**src/rtl/muldiv_pkg.sv**
```systemverilog
// Shared constants and helpers for the multi-cycle multiply/divide sequencer.
// Optional divide support is compiled in with the MULDIV_DIV_EN macro.
package muldiv_pkg;

  // ALU control codes handled by the sequencer
  localparam logic [3:0] OP_MULT  = 4'b1000;
  localparam logic [3:0] OP_MULTU = 4'b1001;
  localparam logic [3:0] OP_DIV   = 4'b1011;
  localparam logic [3:0] OP_DIVU  = 4'b1100;

  localparam int unsigned DEF_WIDTH = 32;
  localparam int unsigned DEF_CNT_W = $clog2(DEF_WIDTH);

  typedef enum logic [1:0] {
    ST_IDLE = 2'd0,
    ST_CALC = 2'd1,
    ST_SIGN = 2'd2,
    ST_DONE = 2'd3
  } state_t;

  // Codes that start an operation in this build
  function automatic logic op_legal(input logic [3:0] op);
`ifdef MULDIV_DIV_EN
    return (op == OP_MULT) || (op == OP_MULTU) || (op == OP_DIV) || (op == OP_DIVU);
`else
    return (op == OP_MULT) || (op == OP_MULTU);
`endif
  endfunction

  // Operands are treated as two's complement
  function automatic logic op_signed(input logic [3:0] op);
    return (op == OP_MULT) || (op == OP_DIV);
  endfunction

  function automatic logic op_is_div(input logic [3:0] op);
    return (op == OP_DIV) || (op == OP_DIVU);
  endfunction

endpackage

```
**src/rtl/muldiv_step.sv**
```systemverilog
// One radix-2 iteration of the multiply/divide datapath (purely combinational).
// Optional macro: MULDIV_DIV_EN adds the restoring-division step.
// Ports:
//   is_div   in   1      select divide step (only with MULDIV_DIV_EN)
//   acc      in   WIDTH  partial product upper half / partial remainder
//   mq       in   WIDTH  multiplier (shifting out) / dividend->quotient
//   opnd     in   WIDTH  multiplicand / divisor magnitude
//   acc_nxt  out  WIDTH  acc after this step
//   mq_nxt   out  WIDTH  mq after this step
module muldiv_step
  import muldiv_pkg::*;
#(
  parameter int unsigned WIDTH = DEF_WIDTH
) (
`ifdef MULDIV_DIV_EN
  input  logic             is_div,
`endif
  input  logic [WIDTH-1:0] acc,
  input  logic [WIDTH-1:0] mq,
  input  logic [WIDTH-1:0] opnd,
  output logic [WIDTH-1:0] acc_nxt,
  output logic [WIDTH-1:0] mq_nxt
);

  // Shift-add: add multiplicand when the multiplier LSB is set, then shift
  // {carry, acc, mq} right; the carry lands in acc's MSB.
  logic [WIDTH-1:0] addend;
  logic [WIDTH:0]   sum;
  logic [WIDTH-1:0] mul_acc;
  logic [WIDTH-1:0] mul_mq;

  assign addend  = mq[0] ? opnd : '0;
  assign sum     = {1'b0, acc} + {1'b0, addend};
  assign mul_acc = sum[WIDTH:1];
  assign mul_mq  = {sum[0], mq[WIDTH-1:1]};

`ifdef MULDIV_DIV_EN
  // Restoring divide: shift the next dividend bit into the remainder and
  // subtract the divisor when it fits. The true difference is below the
  // divisor, so the low WIDTH bits of the subtraction are exact.
  logic [WIDTH:0]   shifted;
  logic             fits;
  logic [WIDTH-1:0] sub;
  logic [WIDTH-1:0] div_acc;
  logic [WIDTH-1:0] div_mq;

  assign shifted = {acc, mq[WIDTH-1]};
  assign fits    = shifted >= {1'b0, opnd};
  assign sub     = shifted[WIDTH-1:0] - opnd;
  assign div_acc = fits ? sub : shifted[WIDTH-1:0];
  assign div_mq  = {mq[WIDTH-2:0], fits};

  assign acc_nxt = is_div ? div_acc : mul_acc;
  assign mq_nxt  = is_div ? div_mq  : mul_mq;
`else
  assign acc_nxt = mul_acc;
  assign mq_nxt  = mul_mq;
`endif

endmodule

```
**src/rtl/muldiv_sequencer.sv**
```systemverilog
// Multi-cycle MULT/MULTU (and optional DIV/DIVU) sequencer owning HI/LO.
// Optional macro: MULDIV_DIV_EN enables the divide codes and hardware.
// Ports:
//   clk    in   1      rising-edge clock
//   rst_n  in   1      synchronous active-low reset
//   start  in   1      request, sampled only while idle
//   op     in   4      ALU control code
//   a      in   WIDTH  rs operand (multiplicand / dividend)
//   b      in   WIDTH  rt operand (multiplier / divisor)
//   busy   out  1      operation in flight, stalls the pipeline
//   done   out  1      one-cycle pulse, HI/LO valid
//   hi     out  WIDTH  product upper half / remainder
//   lo     out  WIDTH  product lower half / quotient
module muldiv_sequencer
  import muldiv_pkg::*;
#(
  parameter int unsigned WIDTH = DEF_WIDTH
) (
  input  logic             clk,
  input  logic             rst_n,
  input  logic             start,
  input  logic [3:0]       op,
  input  logic [WIDTH-1:0] a,
  input  logic [WIDTH-1:0] b,
  output logic             busy,
  output logic             done,
  output logic [WIDTH-1:0] hi,
  output logic [WIDTH-1:0] lo
);

  localparam int unsigned CNT_W = $clog2(WIDTH);

  state_t             state;
  state_t             state_n;
  logic [CNT_W-1:0]   cnt;
  logic [WIDTH-1:0]   acc;
  logic [WIDTH-1:0]   mq;
  logic [WIDTH-1:0]   opnd;
  logic               neg_lo;
`ifdef MULDIV_DIV_EN
  logic               is_div;
  logic               neg_hi;
  logic               dbz;
`endif

  logic               load;
  logic               step_en;
  logic               commit;
  logic               busy_nxt;
  logic               done_nxt;
  logic [WIDTH-1:0]   acc_nxt;
  logic [WIDTH-1:0]   mq_nxt;
  logic               sgn;
  logic [WIDTH-1:0]   mag_a;
  logic [WIDTH-1:0]   mag_b;
  logic [2*WIDTH-1:0] prod;
  logic [WIDTH-1:0]   hi_fix;
  logic [WIDTH-1:0]   lo_fix;

  // State register
  always_ff @(posedge clk) begin
    if (!rst_n) state <= ST_IDLE;
    else        state <= state_n;
  end

  // Next-state logic
  always_comb begin
    state_n = state;
    case (state)
      ST_IDLE: if (start && op_legal(op)) state_n = ST_CALC;
      ST_CALC: if (cnt == CNT_W'(WIDTH - 1)) state_n = ST_SIGN;
      ST_SIGN: state_n = ST_DONE;
      ST_DONE: state_n = ST_IDLE;
      default: state_n = ST_IDLE;
    endcase
  end

  // Output / control decode; busy and done are registered from the next state
  always_comb begin
    load     = 1'b0;
    step_en  = 1'b0;
    commit   = 1'b0;
    busy_nxt = (state_n != ST_IDLE);
    done_nxt = (state_n == ST_DONE);
    case (state)
      ST_IDLE: load    = start && op_legal(op);
      ST_CALC: step_en = 1'b1;
      ST_SIGN: commit  = 1'b1;
      default: ;
    endcase
  end

  // Operand magnitudes for the signed codes
  assign sgn   = op_signed(op);
  assign mag_a = (sgn && a[WIDTH-1]) ? -a : a;
  assign mag_b = (sgn && b[WIDTH-1]) ? -b : b;

  muldiv_step #(.WIDTH(WIDTH)) u_step (
`ifdef MULDIV_DIV_EN
    .is_div  (is_div),
`endif
    .acc     (acc),
    .mq      (mq),
    .opnd    (opnd),
    .acc_nxt (acc_nxt),
    .mq_nxt  (mq_nxt)
  );

  // Sign fix-up of the unsigned result; divide by zero bypasses the quotient
  // negation so LO is all ones, while HI = +/-|a| reconstructs a.
  always_comb begin
    prod   = {acc, mq};
    if (neg_lo) prod = -prod;
    hi_fix = prod[2*WIDTH-1:WIDTH];
    lo_fix = prod[WIDTH-1:0];
`ifdef MULDIV_DIV_EN
    if (is_div) begin
      lo_fix = dbz ? '1 : (neg_lo ? -mq : mq);
      hi_fix = neg_hi ? -acc : acc;
    end
`endif
  end

  // Iteration datapath and counter
  always_ff @(posedge clk) begin
    if (!rst_n) begin
      cnt    <= '0;
      acc    <= '0;
      mq     <= '0;
      opnd   <= '0;
      neg_lo <= 1'b0;
`ifdef MULDIV_DIV_EN
      is_div <= 1'b0;
      neg_hi <= 1'b0;
      dbz    <= 1'b0;
`endif
    end else if (load) begin
      cnt    <= '0;
      acc    <= '0;
      neg_lo <= sgn && (a[WIDTH-1] ^ b[WIDTH-1]);
`ifdef MULDIV_DIV_EN
      is_div <= op_is_div(op);
      neg_hi <= sgn && a[WIDTH-1];
      dbz    <= (b == '0);
      if (op_is_div(op)) begin
        mq   <= mag_a;
        opnd <= mag_b;
      end else begin
        mq   <= mag_b;
        opnd <= mag_a;
      end
`else
      mq     <= mag_b;
      opnd   <= mag_a;
`endif
    end else if (step_en) begin
      acc <= acc_nxt;
      mq  <= mq_nxt;
      cnt <= cnt + CNT_W'(1);
    end
  end

  // Architectural HI/LO and handshake outputs
  always_ff @(posedge clk) begin
    if (!rst_n) begin
      hi   <= '0;
      lo   <= '0;
      busy <= 1'b0;
      done <= 1'b0;
    end else begin
      busy <= busy_nxt;
      done <= done_nxt;
      if (commit) begin
        hi <= hi_fix;
        lo <= lo_fix;
      end
    end
  end

endmodule

```
**config.mk**
```make
export PLATFORM = sky130hd
export DESIGN_NAME = muldiv_sequencer
export DESIGN_NICKNAME = d
export VERILOG_FILES = /design/src/rtl/muldiv_pkg.sv /design/src/rtl/muldiv_step.sv /design/src/rtl/muldiv_sequencer.sv
export SDC_FILE = /design/constraint.sdc
export NUM_CORES = 1
export LEC_CHECK = 0
export CAP_MARGIN = 20
export CELL_PAD_IN_SITES_DETAIL_PLACEMENT = 0
export CELL_PAD_IN_SITES_GLOBAL_PLACEMENT = 1
export CORE_ASPECT_RATIO = 0.8
export CORE_MARGIN = 4
export CORE_UTILIZATION = 30
export CTS_CLUSTER_DIAMETER = 200
export CTS_CLUSTER_SIZE = 10
export DETAILED_ROUTE_END_ITERATION = 10
export PLACE_DENSITY = 0.66
export SYNTH_ARGS = -nofsm -noshare
export SYNTH_HDL_FRONTEND = slang
export SYNTH_SLANG_ARGS = --single-unit
```
**constraint.sdc**
```tcl
create_clock -name clk -period 2.7 [get_ports clk]
set_clock_uncertainty 0.05 [all_clocks]
set_input_delay 0.54 -clock clk [delete_from_list [all_inputs] [get_ports clk]]
set_output_delay 0.54 -clock clk [all_outputs]
set_load 0.005 [all_outputs]
```
==> results of run 1 <==
## critical path, stage by stage (launching register included)
cell and delay (ns):
dfxtp_4 0.37, buf_6 0.13, and2_4 0.14, ha_4 0.16, fa_2 0.37, a21o_1 0.23
a221oi_4 0.28, a22oi_2 0.14, nor3b_4 0.19, buf_6 0.13, or3_1 0.30, nand3_1 0.09
a21oi_1 0.06
## power groups by stage
stage | logic [W] | registers [W] | clock network, W
floorplan | 0.000379 | 0.00263 | 0
global route | 0.00101 | 0.00258 | 0.00262
CTS | 0.000869 | 0.00257 | 0.00253
detailed placement | 0.000856 | 0.00263 | 0
finish | 0.000932 | 0.00257 | 0.00248
global placement | 0.000851 | 0.00263 | 0
## registers in the layout, indices dropped and copies added (netlist names)
register / count
busy: 1
mq: 32
opnd: 32
state: 2
cnt: 5
hi: 32
acc: 32
done: 1
neg_lo: 1
lo: 32
## layout make-up
class | count | share of cell area, %
multi-input cells | 1107 | 48.34
repair buffers | 410 | 22.50
flip-flops and latches | 170 | 21.48
well taps | 472 | 3.722
clock buffers | 17 | 2.681
clock inverters | 15 | 1.017
inverters | 11 | 0.2602
## routing by layer
| layer | share of wire [%] | routed length [um] | global-route usage, % | vias up |
|---|---|---|---|---|
| met4 | 0.65 | 251 | 2.967 | 0 |
| met5 | 0 | 0 | 0 | - |
| met2 | 39 | 15090 | 25.69 | 349 |
| met1 | 53 | 20380 | 31.87 | 5204 |
| met3 | 8.0 | 3102 | 4.635 | 23 |
| li1 | - | - | - | 5618 |
## metrics by stage
stage	utilization [%]	TNS (ns)	setup slack, ns	cells	hold slack, ns
after global placement	41.10	-11.54	-0.4597	2160	0.3832
after floorplan	-	-0.005218	-0.005218	1370	0.3674
final	45.79	-0.07291	-0.06133	2202	0.4025
after global routing	45.79	-0.8094	-0.1767	2202	0.4213
after detailed placement	41.10	-12.51	-0.4810	2160	0.3894
after CTS	43.49	-0.07034	-0.04708	2198	0.4048
## synth_stat cells, types with 3 or more instances
cell type | n | share of area, %
nand2_1 | 190 | 6.8
dfxtp_1 | 170 | 32
nor2_1 | 140 | 5.0
o21ai_0 | 123 | 5.9
a21oi_1 | 102 | 4.9
xor2_1 | 97 | 8.1
clkbuf_1 | 72 | 2.6
xnor2_1 | 43 | 3.6
a211oi_1 | 40 | 2.9
ha_1 | 37 | 4.4
and2_1 | 34 | 2.0
o31ai_1 | 31 | 2.2
nand3_1 | 28 | 1.3
nor3_1 | 23 | 1.1
or3_1 | 20 | 1.2
o41ai_1 | 17 | 1.4
a311oi_1 | 16 | 1.3
or4_1 | 15 | 1.1
nor4_1 | 14 | 0.83
and3_1 | 12 | 0.71
a21o_1 | 11 | 0.79
inv_1 | 11 | 0.39
nand4_1 | 10 | 0.59
a31oi_1 | 9 | 0.54
buf_1 | 9 | 0.32
mux2i_1 | 9 | 0.86
nor2b_1 | 9 | 0.54
nand2b_1 | 6 | 0.36
o211ai_1 | 6 | 0.43
or2_2 | 5 | 0.30
nand3b_1 | 4 | 0.29
o221ai_1 | 4 | 0.33
a222oi_1 | 3 | 0.29
a31o_2 | 3 | 0.25
a41oi_1 | 3 | 0.25
nand4b_1 | 3 | 0.25
o22ai_1 | 3 | 0.18
## cells by family after synthesis
kind of cell             count (synthesis)
AO/OA/AOI/OAI                          393
XOR/XNOR                               140
adder cells (fa/ha/maj)                 38
buffers and inverters                   93
flip-flops                             170
multiplexers                            10
AND/OR/NAND/NOR                        526
## how the worst max path moves through the flow
| stage | start | endpoint | slack [ns] | cells after the start |
|---|---|---|---|---|
| 2_1_floorplan | b[6] | mq[19]$_SDFFE_PN0P_ | -0.005 | 8 |
| 3_3_place_gp | b[6] | mq[19]$_SDFFE_PN0P_ | -0.46 | 8 |
| 3_5_place_dp | b[6] | mq[19]$_SDFFE_PN0P_ | -0.48 | 8 |
| 4_1_cts | mq[0]$_SDFFE_PN0P_ | acc[15]$_SDFFE_PP0P_ | -0.05 | 12 |
| 5_1_grt | mq[0]$_SDFFE_PN0P_ | acc[15]$_SDFFE_PP0P_ | -0.18 | 12 |
| 6_report | mq[0]$_SDFFE_PN0P_ | acc[15]$_SDFFE_PP0P_ | -0.06 | 12 |
## timing repair
item	in CTS	in global routing
gates resized for setup	43	141
pin swaps	14	49
cloned	0	1
hold buffers	0	0
endpoints found under the setup margin	27	52
buffers inserted	6	7
==> reports/metrics.cfg, run 1 <==
[routing]
routed_wl_um = 38820
ant_nets = 0
via_per_inst = 5.084
drc = 0
vias = 11194
drtIter0Drc = 877
wl_per_cell_um = 17.63
dr.pass1.iters = 6

[worst_setup_path]
end_kind = flop
r2r_slack_ns = -0.06
reg2reg_depth = 12
rr_endpoint = acc[15]$_SDFFE_PP0P_
required_ns = 2.97
startpoint_type = flop
crit_fanout = 6
critical_path_class = reg2reg
timing.rr.start = mq[0]$_SDFFE_PN0P_
cp.arrival_ns = 3.03

[layout]
drive_above_1_share_pct = 25.78
final_common_cell = buf_4
design_area_um2 = 15870
mostFrequentLayoutCells = buf_4 (256), nand2_1 (187), dfxtp_1 (168)
final_nets = 1826
synthToLayoutAreaGrowth_pct = 50.87
diodes = 0
fillers = 3488
regArea_um2 = 3408
multi_input_area_um2 = 7670

[timing]
hold_viol_final = 0
worst-slew-pin-transition_ns = 0.8805
setup_viol = 3
maxSlewViolCount = 0
post-route-period-util_pct = 102.3
fin_crit_ns = 2.761
rsz0062_at_grt = yes
fmax_mhz = 362.1
final.setup.worst_slack_ns = -0.06133
slew-limit-headroom_pct = 41.09

[logic_synthesis]
synth_fa_ha_area_share_pct = 4.592
yosys.area_share.simple_pct = 23.50
synth_compound_area_share_pct = 23.60
synth_xor_area_share_pct = 11.66
ys_seq_area_share_pct = 32.36
syn_inst = 1370
synth-seq-cells = 170
async_flop_share_pct = 0
yosysWarnings = 0
synth_fp_nets = 1479
synth-edff-count = 0
synth-main-ff-cell = dfxtp_1
synth_top_family_by_area = compound AO/OA/AOI/OAI gates
netlist_area_um2 = 10520
synth_area_per_cell_um2 = 7.677
yosysUniqueCellTypes = 65
muxShareOfSynthArea_pct = 0.9636

[power]
power.density_nw_per_um2 = 376.9
p_seq_share_pct = 43.0
p_switching_w = 0.001711
p_sw_share_pct = 28.62
max-vdd-ir-drop_mv = 0.3908
comb_power_share_pct = 15.6
intPower_w = 0.004269
clockPowerShare_pct = 41.4
total_power_w = 0.005980
p_leak_nw = 6.067

[global_routing]
antenna_found_initial = 0
grt_use_total_pct = 19.50
grt_pass1_vias = 10428
grt-ovfl-total = 0
grt_max_degree = 70
grt_pass1_wl_um = 59290

[clock_tree]
clock-sinks = 170
clkSlewWorstSetupHoldPaths_ns = 0.07
cts_tree = built
clockRootBuffer = clkbuf_16
cts_max_level = 4
numCtsBuffers = 17
clockBufferDepth = 2
clock_latency_ns = 0.44

[min_path]
holdPathEnd = hi[31]$_SDFFE_PN0P_
min_path_type = reg2reg
holdPathStages = 2
worstHoldStart = hi[31]$_SDFFE_PN0P_

[floorplanning]
die_area_um2 = 38140
die_h_um = 175.5
initial_core_util_pct = 30.35
coreArea_um2 = 34650
die_x_um = 217.3
rows = 61
io_pins = 137

[status]
status = complete, but fails checks
violations = negative setup slack

[placed_design]
post-dp-hpwl_um = 30370
place_area_um2 = 14240
gp_congestion = 0.9196
io_buffers = 136

[run]
max_cap_viol_count = 0

No activity file was read; power rests on OpenSTA's default activity.
==> inputs of run 2 (changes only) <==
--- a/config.mk
+++ b/config.mk
@@ -14,7 +14,7 @@
 export CTS_CLUSTER_DIAMETER = 200
 export CTS_CLUSTER_SIZE = 10
 export DETAILED_ROUTE_END_ITERATION = 10
-export PLACE_DENSITY = 0.66
+export PLACE_DENSITY = 0.64
 export SYNTH_ARGS = -nofsm -noshare
 export SYNTH_HDL_FRONTEND = slang
 export SYNTH_SLANG_ARGS = --single-unit
==> run 2 against run 1 <==
  * The flow still finishes with violations (negative setup slack)
  * Cell count is 0.68% higher
  * Flip-flop and latch count stayed put
  * Via count is 0.30% lower
  * Sequential share of layout area is 0.31 points lower
  * Largest cell class unchanged
==> reports/metrics.cfg, run 2 (synthesis results as in run 1) <==
[layout]
final_nets = 1841  ; +0.82%
diodes = 0  ; unchanged
drive_above_1_share_pct = 27.68  ; +1.9 points
fillers = 3574  ; +2.5%
synthToLayoutAreaGrowth_pct = 53.06
multi_input_area_um2 = 7799  ; +1.7%
design_area_um2 = 16100  ; +1.5%
mostFrequentLayoutCells = buf_4 (269), nand2_1 (184), dfxtp_1 (168)
regArea_um2 = 3408  ; unchanged
final_common_cell = buf_4

[clock_tree]
numCtsBuffers = 17  ; unchanged
clock-sinks = 170  ; unchanged
clockBufferDepth = 2  ; unchanged
cts_max_level = 4  ; unchanged
clockRootBuffer = clkbuf_16
cts_hold_buf = 0  ; unchanged
cts_tree = built
clock_latency_ns = 0.45  ; about the same
clkSlewWorstSetupHoldPaths_ns = 0.07  ; about the same

[min_path]
min_path_type = reg2reg
worstHoldStart = hi[16]$_SDFFE_PN0P_

[routing]
wl_per_cell_um = 17.58  ; -0.30%
ant_nets = 0  ; unchanged
drc = 0  ; unchanged
wl_met1_um = 21450  ; +5.2%
topRoutingLayerUsed = met4
dr.pass1.iters = 5  ; -1
dr_wl_met3_um = 2351  ; -24%
met2_length_um = 14770  ; -2.1%
via_per_inst = 5.034  ; -0.98%
drtIter0Drc = 797  ; -9.1%
vias = 11160  ; -0.30%
routed_wl_um = 38970  ; +0.38%

[placed_design]
gp_congestion = 0.8625  ; -6.2%
io_buffers = 136  ; unchanged
place_area_um2 = 14350  ; +0.74%
post-dp-hpwl_um = 30790  ; +1.4%

[floorplanning]
initial_core_util_pct = 30.35  ; unchanged
coreArea_um2 = 34650  ; unchanged
die_x_um = 217.3  ; unchanged
die_h_um = 175.5  ; unchanged
die_area_um2 = 38140  ; unchanged
rows = 61  ; unchanged
io_pins = 137  ; unchanged

[run]
max_cap_viol_count = 0  ; unchanged

[worst_setup_path]
startpoint_type = flop
crit_start = mq[0]$_SDFFE_PN0P_
required_ns = 2.99  ; +0.02 ns
cp.arrival_ns = 3.09  ; +0.06 ns
critical_path_class = reg2reg
crit_fanout = 5  ; -1
end_kind = flop
timing.rr.start = mq[0]$_SDFFE_PN0P_

[global_routing]
grt_max_degree = 61  ; -13%
antenna_found_initial = 1  ; +1
grt_pass1_vias = 10697  ; +2.6%
grt_use_total_pct = 19.89  ; +0.39 points
grt-ovfl-total = 0  ; unchanged
grt_pass1_wl_um = 60330  ; +1.8%

[timing]
fmax_mhz = 356.6  ; -1.5%
worst-slew-pin-transition_ns = 0.8953  ; +0.01487 ns
final.setup.worst_slack_ns = -0.1044  ; -0.04307 ns
maxSlewViolCount = 0  ; unchanged
slew-limit-headroom_pct = 40.09  ; -0.99 points
post-route-period-util_pct = 103.9  ; +1.6 points
hold_viol_final = 0  ; unchanged
setup_viol = 6  ; +3
setup_tns_ns = -0.3422  ; -0.2693 ns
rsz0062_at_grt = yes
fin_crit_ns = 2.804  ; +0.04307 ns

[power]
max-vdd-ir-drop_mv = 0.4125  ; +5.6%
power.density_nw_per_um2 = 370.7  ; -1.6%
p_leak_nw = 6.170  ; +1.7%

[status]
violations = negative setup slack
status = complete, but fails checks

-- run 2: cell type report --
type                       count  share of cell area [%]
clock buffer                  20                   2.837
timing repair buffer         425                   22.90
inverter                      11                  0.2565
clock inverter                12                  0.7228
tap                          472                   3.669
multi-input combinational   1107                   48.45
sequential                   170                   21.17
-- run 2: stage by stage --
| step | hold slack (ns) | utilization [%] | cells | power, W | setup slack (ns) |
|---|---|---|---|---|---|
| floorplan | 0.3674 | - | 1370 | 0.003010 | -0.005218 |
| global placement | 0.3810 | 41.40 | 2174 | 0.003498 | -0.4735 |
| detailed placement | 0.3940 | 41.40 | 2174 | 0.003503 | -0.4905 |
| CTS | 0.4093 | 44.44 | 2208 | 0.005975 | -0.1094 |
| global route | 0.4246 | 46.46 | 2217 | 0.006192 | -0.1707 |
| finish | 0.4035 | 46.46 | 2217 | 0.005968 | -0.1044 |
-- run 2: worst max-delay path, stage by stage, from the launching register on --
cell and delay, ns:
dfxtp_4 0.36, buf_12 0.13, and2_4 0.14, ha_4 0.16, fa_2 0.35, a21o_1 0.23
a221oi_2 0.32, a22oi_2 0.15, nor3b_4 0.19, buf_4 0.14, a21oi_2 0.13, xor2_1 0.26
o21ai_1 0.08
-- run 2: repair_timing --
item,4_1_cts,5_1_grt
resized for setup,88,131
setup buffers,3,12
gates cloned,1,0
endpoints found under the setup margin,29,54
pin swaps,23,54
endpoints found under the hold margin,0,0
-- run 2: where the power goes --
part	internal, W	total [W]	switching, W
Clock	0.00133	0.00244	0.00111
Combinational	0.000438	0.000945	0.000507
Sequential	0.00254	0.00258	0.0000337
Total	0.00431	0.00597	0.00165
-- run 2: final timing paths --
check,to,slack [ns],depth (start not counted)
max,acc[23]$_SDFFE_PP0P_,-0.10,12
min,hi[16]$_SDFFE_PN0P_,0.40,2
max reg2reg,acc[23]$_SDFFE_PP0P_,-0.10,12
min reg2reg,hi[16]$_SDFFE_PN0P_,0.40,2
-- run 2: metal layers --
layer / vias up / GRT usage [%]
li1: 5660 / -
met1: 5170 / 32.55
met2: 300 / 26.58
met3: 30 / 3.770
met4: 0 / 3.629
met5: - / 0
==> inputs of run 3 (changes only) <==
--- a/config.mk
+++ b/config.mk
@@ -18,3 +18,4 @@
 export SYNTH_ARGS = -nofsm -noshare
 export SYNTH_HDL_FRONTEND = slang
 export SYNTH_SLANG_ARGS = --single-unit
+export TNS_END_PERCENT = 1
==> run 3 against run 2 <==
  * The flow still finishes with violations (negative setup slack)
  * Non-clock buffer count unchanged
  * Global-route usage fell by 0.15 points
  * Clock-buffer cell count fell by 3
  * Fmax rose by 3.6%
  * Sequential power is essentially flat
  * Combinational power is 2.3% lower
  * Via count down 0.34%
  * Final area shrank 2.0%
  * Critical path type unchanged
==> reports/metrics.cfg, run 3 (synthesis results as in run 1) <==
[status]
status = complete, but fails checks
violations = negative setup slack

[worst_setup_path]
end_kind = flop
timing.rr.start = mq[0]$_SDFFE_PN0P_
r2r_slack_ns = -0.007  ; +0.10 ns
required_ns = 2.97  ; -0.02 ns
crit_start = mq[0]$_SDFFE_PN0P_
crit_fanout = 8  ; +3
crit_end = acc[15]$_SDFFE_PP0P_
reg2reg_depth = 11  ; -1
startpoint_type = flop
cp.arrival_ns = 2.98  ; -0.11 ns
critical_path_class = reg2reg
rr_endpoint = acc[15]$_SDFFE_PP0P_

[power]
p_leak_nw = 6.157  ; -0.22%
power.density_nw_per_um2 = 393.2  ; +6.1%
max-vdd-ir-drop_mv = 0.4099  ; -0.62%

[timing]
maxSlewViolCount = 0  ; unchanged
rsz0062_at_grt = yes
setup_viol = 3  ; -3
fmax_mhz = 369.4  ; +3.6%
slew-limit-headroom_pct = 29.32  ; -11 points
fin_crit_ns = 2.707  ; -0.09762 ns
worst-slew-pin-transition_ns = 1.056  ; +0.1610 ns
final.setup.worst_slack_ns = -0.006779  ; +0.09762 ns
hold_viol_final = 0  ; unchanged
post-route-period-util_pct = 100.3  ; -3.6 points

[layout]
final_core_util_pct = 45.52  ; -0.94 points
drive_above_1_share_pct = 25.10  ; -2.6 points
mostFrequentLayoutCells = buf_4 (279), nand2_1 (189), dfxtp_1 (168)
diodes = 0  ; unchanged
final_common_cell = buf_4
final_nets = 1841  ; unchanged
synthToLayoutAreaGrowth_pct = 49.95

[global_routing]
grt_use_total_pct = 19.74  ; -0.15 points
grt_pass1_vias = 10373  ; -3.0%
grt_pass1_wl_um = 59920  ; -0.69%
antenna_found_initial = 0  ; -1
grt_max_degree = 66  ; +8.2%
grt-ovfl-total = 0  ; unchanged

[floorplanning]
die_h_um = 175.5  ; unchanged
rows = 61  ; unchanged
io_pins = 137  ; unchanged
coreArea_um2 = 34650  ; unchanged
die_x_um = 217.3  ; unchanged
initial_core_util_pct = 30.35  ; unchanged
die_area_um2 = 38140  ; unchanged

[routing]
via_per_inst = 5.017  ; -0.34%
dr.pass1.iters = 5  ; unchanged
drtIter0Drc = 816  ; +2.4%
ant_nets = 0  ; unchanged
wl_per_cell_um = 17.67  ; +0.52%
vias = 11122  ; -0.34%
drc = 0  ; unchanged
routed_wl_um = 39170  ; +0.52%

[placed_design]
post-dp-hpwl_um = 31010  ; +0.73%
pre_cts_ws_ns = -0.4683  ; +0.02217 ns
gp_congestion = 0.8728  ; +1.2%
io_buffers = 136  ; unchanged

[min_path]
min_path_type = reg2reg
worstHoldStart = hi[26]$_SDFFE_PN0P_

[clock_tree]
cts_tree = built
clkSlewWorstSetupHoldPaths_ns = 0.07  ; about the same
cts_max_level = 4  ; unchanged
clockBufferDepth = 2  ; unchanged
cts_hold_buf = 0  ; unchanged
clock-sinks = 170  ; unchanged
numCtsBuffers = 17  ; unchanged
clock_latency_ns = 0.44  ; about the same
clockRootBuffer = clkbuf_16

[run]
max_cap_viol_count = 0  ; unchanged

## run 3: routing by layer
layer | track usage, % | routed length, um | part of all wire, %
met1 | 32.91 | 21540 | 55
met2 | 25.88 | 15140 | 39
met3 | 3.597 | 2232 | 5.7
met4 | 3.311 | 261 | 0.67
met5 | 0 | 0 | 0
## run 3: per-stage QoR
step	cells	TNS (ns)	hold slack, ns	total power [W]	cell area (um^2)
floorplan	1370	-0.006012	0.3674	0.003010	10540
global placement	2179	-10.84	0.3868	0.003496	14380
detailed placement	2179	-13.47	0.3913	0.003502	14380
CTS	2212	-0.03185	0.4080	0.006231	15210
global route	2217	-1.225	0.4235	0.006435	15770
finish	2217	-0.01262	0.4027	0.006201	15770
## run 3: worst min-delay path by stage
stage	end	cells past startpoint	slack (ns)
finish	hi[26]$_SDFFE_PN0P_	2	0.40
global route	hi[31]$_SDFFE_PN0P_	2	0.42
CTS	hi[20]$_SDFFE_PN0P_	2	0.41
detailed placement	hi[20]$_SDFFE_PN0P_	2	0.39
global placement	hi[4]$_SDFFE_PN0P_	2	0.39
floorplan	opnd[25]$_SDFFE_PN0P_	2	0.37
## run 3: critical path, cell delays in order (launching register included)
cell and delay, ns:
dfxtp_4 0.40, and2_4 0.18, ha_4 0.16, fa_2 0.37, a21o_1 0.24, a221oi_4 0.28, a22oi_2 0.14, nor3b_4 0.19
buf_6 0.13, or3_1 0.30, nand3_1 0.09, a21oi_1 0.06
## run 3: final cells by class
type,count,area (um^2)
Clock buffer,17,425.4
Inverter,11,41.29
Clock inverter,15,211.5
Fill cell,3529,18880
Timing Repair Buffer,425,3669
Tap cell,472,590.6
Sequential cell,170,3408
Multi-Input combinational cell,1107,7426
## run 3: repair_timing
item / in CTS / in global routing
resized for setup: 30 / 101
hold endpoints to repair: 0 / 0
pin swaps: 5 / 33
cloned: 0 / 2
setup endpoints to repair: 35 / 54
setup buffers: 1 / 5
## run 3: power breakdown
group | internal [W] | switching [W]
Clock | 0.00157 | 0.00113
Combinational | 0.000414 | 0.000509
Sequential | 0.00254 | 0.0000306
Total | 0.00453 | 0.00167
